$ cat src/rtl/neopix_strip_scheduler.sv
// neopix_strip_scheduler
// Shares one WS2812 bit encoder among NUM_STRIPS strip channels. Frame-ready
// pulses are latched as pending requests, granted round-robin, and every
// frame is followed by a guaranteed encoder-idle latch gap. An optional
// refresh timer periodically re-queues every strip.
//
// Ports:
//   clk_i        system clock, all logic on the rising edge
//   reset_n_i    synchronous active-low reset
//   frame_rdy_i  per-strip one-cycle frame-loaded pulse
//   enc_bsy_i    shared encoder busy (high while shifting pixels)
//   start_o      one-cycle encoder start pulse
//   sel_o        binary index of the granted strip (holds last value when idle)
//   grant_o      one-hot grant, held from START through the end of LATCH
//   pending_o    current pending-request flags
//   err_o        sticky start-timeout flag, cleared only by reset
module neopix_strip_scheduler #(
   parameter int unsigned NUM_STRIPS    = 2,
   parameter int unsigned SYSTEM_CLOCK  = 50000000,
   parameter int unsigned LATCH_US      = 80,
   parameter int unsigned REFRESH_HZ    = 0,
   parameter int unsigned START_TIMEOUT = 4,
   localparam int unsigned SEL_W = (NUM_STRIPS > 1) ? $clog2(NUM_STRIPS) : 1
) (
   input  logic                  clk_i,
   input  logic                  reset_n_i,
   input  logic [NUM_STRIPS-1:0] frame_rdy_i,
   input  logic                  enc_bsy_i,
   output logic                  start_o,
   output logic [SEL_W-1:0]      sel_o,
   output logic [NUM_STRIPS-1:0] grant_o,
   output logic [NUM_STRIPS-1:0] pending_o,
   output logic                  err_o
);

   localparam int unsigned LATCH_CYCLES = SYSTEM_CLOCK / 1000000 * LATCH_US;
   localparam int unsigned LATCH_LAST   = (LATCH_CYCLES > 0) ? LATCH_CYCLES - 1 : 0;
   localparam int unsigned TO_LAST      = (START_TIMEOUT > 0) ? START_TIMEOUT - 1 : 0;
   localparam int unsigned CNT_MAX      = (LATCH_LAST > TO_LAST) ? LATCH_LAST : TO_LAST;
   localparam int unsigned CNT_W        = (CNT_MAX > 0) ? $clog2(CNT_MAX + 1) : 1;

   typedef enum logic [1:0] {
      ST_IDLE,
      ST_START,
      ST_BUSY,
      ST_LATCH
   } state_e;

   state_e                state_q,   state_d;
   logic                  start_q,   start_d;
   logic [SEL_W-1:0]      sel_q,     sel_d;
   logic [NUM_STRIPS-1:0] grant_q,   grant_d;
   logic [NUM_STRIPS-1:0] pending_q, pending_d;
   logic [SEL_W-1:0]      rr_q,      rr_d;
   logic [CNT_W-1:0]      cnt_q,     cnt_d;
   logic                  seen_q,    seen_d;
   logic                  err_q,     err_d;

   logic                  refresh_c;
   logic [NUM_STRIPS-1:0] clr_c;
   logic [SEL_W-1:0]      win_idx_c;
   logic                  win_found_c;

   // Optional free-running refresh timer; wrap re-queues every strip.
   if (REFRESH_HZ != 0) begin : g_refresh
      localparam int unsigned REFRESH_CYCLES = SYSTEM_CLOCK / REFRESH_HZ;
      localparam int unsigned REF_LAST       = (REFRESH_CYCLES > 0) ? REFRESH_CYCLES - 1 : 0;
      localparam int unsigned REF_W          = (REF_LAST > 0) ? $clog2(REF_LAST + 1) : 1;

      logic [REF_W-1:0] ref_q, ref_d;

      always_comb begin
         ref_d = ref_q + REF_W'(1);
         if (ref_q == REF_W'(REF_LAST)) begin
            ref_d = '0;
         end
      end

      always_ff @(posedge clk_i) begin
         if (!reset_n_i) begin
            ref_q <= '0;
         end else begin
            ref_q <= ref_d;
         end
      end

      assign refresh_c = (ref_q == REF_W'(REF_LAST));
   end else begin : g_no_refresh
      assign refresh_c = 1'b0;
   end

   // Round-robin winner: first pending index after the last grant.
   always_comb begin
      win_idx_c   = '0;
      win_found_c = 1'b0;
      for (int unsigned i = 1; i <= NUM_STRIPS; i++) begin
         if (!win_found_c && pending_q[SEL_W'((32'(rr_q) + i) % NUM_STRIPS)]) begin
            win_found_c = 1'b1;
            win_idx_c   = SEL_W'((32'(rr_q) + i) % NUM_STRIPS);
         end
      end
   end

   // Next-state and registered-output logic.
   always_comb begin
      state_d = state_q;
      start_d = 1'b0;
      sel_d   = sel_q;
      grant_d = grant_q;
      rr_d    = rr_q;
      cnt_d   = cnt_q;
      seen_d  = seen_q;
      err_d   = err_q;
      clr_c   = '0;

      case (state_q)
         ST_IDLE: begin
            if (win_found_c) begin
               state_d = ST_START;
               start_d = 1'b1;
               sel_d   = win_idx_c;
               grant_d = NUM_STRIPS'(1) << win_idx_c;
               rr_d    = win_idx_c;
            end
         end
         ST_START: begin
            // Served strip's request retires here; a coincident new pulse still sets it.
            clr_c   = grant_q;
            state_d = ST_BUSY;
            cnt_d   = '0;
            seen_d  = 1'b0;
         end
         ST_BUSY: begin
            if (enc_bsy_i) begin
               seen_d = 1'b1;
            end
            if (seen_q && !enc_bsy_i) begin
               state_d = ST_LATCH;
               cnt_d   = '0;
            end else if (!seen_q && !enc_bsy_i && (cnt_q == CNT_W'(TO_LAST))) begin
               // Encoder never acknowledged; flag it and still honour the latch gap.
               err_d   = 1'b1;
               state_d = ST_LATCH;
               cnt_d   = '0;
            end else if (!seen_q) begin
               cnt_d = cnt_q + CNT_W'(1);
            end
         end
         ST_LATCH: begin
            if (cnt_q == CNT_W'(LATCH_LAST)) begin
               state_d = ST_IDLE;
               grant_d = '0;
            end else begin
               cnt_d = cnt_q + CNT_W'(1);
            end
         end
         default: begin
            state_d = ST_IDLE;
            grant_d = '0;
         end
      endcase

      pending_d = (pending_q & ~clr_c) | frame_rdy_i | {NUM_STRIPS{refresh_c}};
   end

   // State and output registers.
   always_ff @(posedge clk_i) begin
      if (!reset_n_i) begin
         state_q   <= ST_IDLE;
         start_q   <= 1'b0;
         sel_q     <= '0;
         grant_q   <= '0;
         pending_q <= '0;
         rr_q      <= SEL_W'(NUM_STRIPS - 1);
         cnt_q     <= '0;
         seen_q    <= 1'b0;
         err_q     <= 1'b0;
      end else begin
         state_q   <= state_d;
         start_q   <= start_d;
         sel_q     <= sel_d;
         grant_q   <= grant_d;
         pending_q <= pending_d;
         rr_q      <= rr_d;
         cnt_q     <= cnt_d;
         seen_q    <= seen_d;
         err_q     <= err_d;
      end
   end

   assign start_o   = start_q;
   assign sel_o     = sel_q;
   assign grant_o   = grant_q;
   assign pending_o = pending_q;
   assign err_o     = err_q;

endmodule

$ cat config.mk
export PLATFORM = sky130hd
export DESIGN_NAME = neopix_strip_scheduler
export DESIGN_NICKNAME = d
export VERILOG_FILES = /design/src/rtl/neopix_strip_scheduler.sv
export SDC_FILE = /design/constraint.sdc
export NUM_CORES = 1
export LEC_CHECK = 0
export ABC_CLOCK_PERIOD_IN_PS = 2000
export CORE_MARGIN = 2
export CORE_UTILIZATION = 45
export CTS_CLUSTER_SIZE = 40
export DETAILED_ROUTE_END_ITERATION = 10
export PLACE_DENSITY = 0.74
export SKIP_CTS_REPAIR_TIMING = 1
export SLEW_MARGIN = 15
export SYNTH_ARGS = -nofsm -noshare
export SYNTH_HDL_FRONTEND = slang
export SYNTH_SLANG_ARGS = --single-unit
$ cat constraint.sdc
create_clock -name clk_i -period 2 [get_ports clk_i]
set_input_delay 0.2 -clock clk_i [delete_from_list [all_inputs] [get_ports clk_i]]
set_output_delay 0.2 -clock clk_i [all_outputs]
set_load 0.05 [all_outputs]
==> results.yml <==
sta:
  rsz0062_at_grt: "false"
  drv_slew: 0
  final-setup-viol-count: 0
  post-route-period-util_pct: 95.1
  fmax_mhz: 526
  skew_ns: 0.00796
  worst_pin_slew_ns: 0.501
  final.setup.tns_ns: 0
  final.min_clock_period_ns: 1.90
  slew_headroom_pct: 66.5
  finalHoldViolations: 0
yosys:
  syn_nets: 155
  synth_area_um2: 1190
  synth.distinct_cells: 36
  yosysWarnings: 0
  synth-seq-cells: 23
  ys_seq_area_share_pct: 38.7
  yosys.area_share.xor_xnor_pct: 0
  yosys.cell_count.top_type: "dfxtp_1"
  synth_top_area_share_pct: 38.7
  synth_mux_area_share_pct: 0
  synth_flop_cell: "dfxtp_1"
  syn_area_per_cell_um2: 8.27
  synthAdderAreaFrac_pct: 6.30
  synth_cells: 144
  synthSimpleGateAreaFrac_pct: 30.8
  synth_edf_count: 0
  synthTopCellsByArea: "dfxtp_1 39%, nand3_1 7.6%, nand2_1 6.9%"
  synth_top_cell_by_area: "dfxtp_1"
  synth_top_family_by_area: "simple AND/OR/NAND/NOR gates"
  synth_compound_area_share_pct: 20.3
  synthTopCellsByCount: "23 x dfxtp_1, 22 x nand2_1, 18 x nand3_1, 10 x nor2_1, 8 x inv_1"
  async_flop_share_pct: 0
placement:
  placement.io_buffers: 11
  dp.cells: 193
  gp_congestion: 0.870
  dp_hpwl_um: 2090
clocking:
  cts_tree: "built"
  cts_max_path_buffers: 2
  numCtsBuffers: 3
  clock_latency_ns: 0.32
  htreeDepth: 1
  clock_sinks: 23
  cts-root-buf: "clkbuf_4"
  clk_pin_slew_worst_paths_ns: 0.13
pwr:
  ir_drop_uv: 798
  power_per_cell_area_nw_per_um2: 952
  finalPower_w: 0.00139
  p_leak_nw: 0.555
detailed_routing:
  drt-pass1-iter-count: 4
  routedWlPerCell_um: 14.1
  vias_per_cell: 5.80
  via_count: 1142
  drt-total-wl_um: 2770
  drtIter0Drc: 31
  drc: 0
  drtAntennaViolNets: 0
grt:
  grt_usage_pct: 19.1
  grt_pass1_vias: 1051
  overflow: 0
  antenna_found_initial: 0
  grt_max_degree: 13
  grt_pass1_wl_um: 4770
setup_path:
  path_class: "reg -> reg"
  cp.arrival_ns: 2.13
  crit_required_ns: 2.23
  end_kind: "register"
  path_cells: "ha_1 > and4_2 > and4_1 > o21ai_1 > nor2_1 > o221a_2"
  critPathMaxStageDelay_ns: 0.38
  crit_slowest_cell: "o21ai_1"
  cp_max_fo: 7
  worstSetupStartpointType: "register"
die:
  num_rows: 18
  design.portCount: 12
  start_util_pct: 47.6
  die_x_um: 55.5
  die_area_um2: 3070
  die_h_um: 55.5
  coreArea_um2: 2500
finish:
  area_delta_synth_final_pct: 22.6
  fillers: 231
  fin_util_pct: 58.4
  diodes: 0
  instances_no_fill: 197
  drive_above_1_share_pct: 13.8
  final_nets: 179
flow_run:
  drv_cap: 0
hold_path:
  hold_path.class: "in -> reg"
outcome:
  outcome: "finished clean"
cell usage in the layout, fill, tap and decap left out, types with 2 or more instances in the layout:
cell and count:
and3_1 2, buf_4 12, a21oi_1 7, nand3_1 18, nor2_1 10, clkdlybuf4s50_1 11
nand2_1 21, clkbuf_4 3, o21ai_1 3, ha_1 6, and4_1 2, o211ai_1 4
inv_1 8, o21ai_0 2, and2_1 3, o311ai_1 5, nor3_1 2, nand4_1 3
dfxtp_1 23
logic make-up after synthesis:
kind of cell,after synthesis
DFF,23
buffers and inverters,12
adders and majority gates,6
and+or+nand+nor,70
AOI/OAI and AO/OA,33
routing by layer:
layer,track usage (%),up-vias,wire length [um]
li1,-,584,-
met1,26.4,525,1310
met2,30.1,29,1310
met3,2.11,4,118
met4,7.67,0,34
met5,0,-,0
final timing paths:
kind                                     start            to  slack, ns  cells past startpoint
worst max register to register        cnt_q[0]    grant_o[0]        0.1                      6
worst max-delay path                  cnt_q[0]    grant_o[0]        0.1                      6
worst min register to register           sel_o         sel_o       0.51                      2
worst min-delay path            frame_rdy_i[1]  pending_o[1]       0.46                      3
state kept, by name (all words and copies together) (netlist names):
register   flops
sel_o          1
cnt_q         12
grant_o        2
start_o        1
err_o          1
pending_o      2
seen_q         1
state_q        2
rr_q           1
area by class of cell:
| type | instances | area (um^2) | area share [%] |
|---|---|---|---|
| Timing Repair Buffer | 23 | 200 | 13.7 |
| Inverter | 8 | 30.0 | 2.06 |
| Multi-Input combinational cell | 109 | 706 | 48.3 |
| Tap cell | 30 | 37.5 | 2.57 |
| Sequential cell | 23 | 460 | 31.5 |
| Clock buffer | 4 | 26.3 | 1.80 |
critical path: cells and delay by family, from the launching register on:
family	cells	cell delay, ns
AOI/OAI and AO/OA	2	0.63
and+or+nand+nor	3	0.57
DFF	1	0.36
adders and majority gates	1	0.24
power by group:
| group | internal [W] | switching, W |
|---|---|---|
| clock | 0.0000780 | 0.000142 |
| sequential | 0.000511 | 0.0000458 |
| combinational | 0.000236 | 0.000377 |
stage by stage:
stage | setup slack, ns | hold slack, ns | area [um^2]
after floorplan | 0.242 | 0.317 | 1190
after global placement | 0.0176 | 0.453 | 1410
after detailed placement | -0.0101 | 0.473 | 1410
after CTS | -0.0320 | 0.451 | 1440
after global routing | 0.00934 | 0.468 | 1460
final | 0.0981 | 0.460 | 1460
No activity file was read; power rests on OpenSTA's default activity.
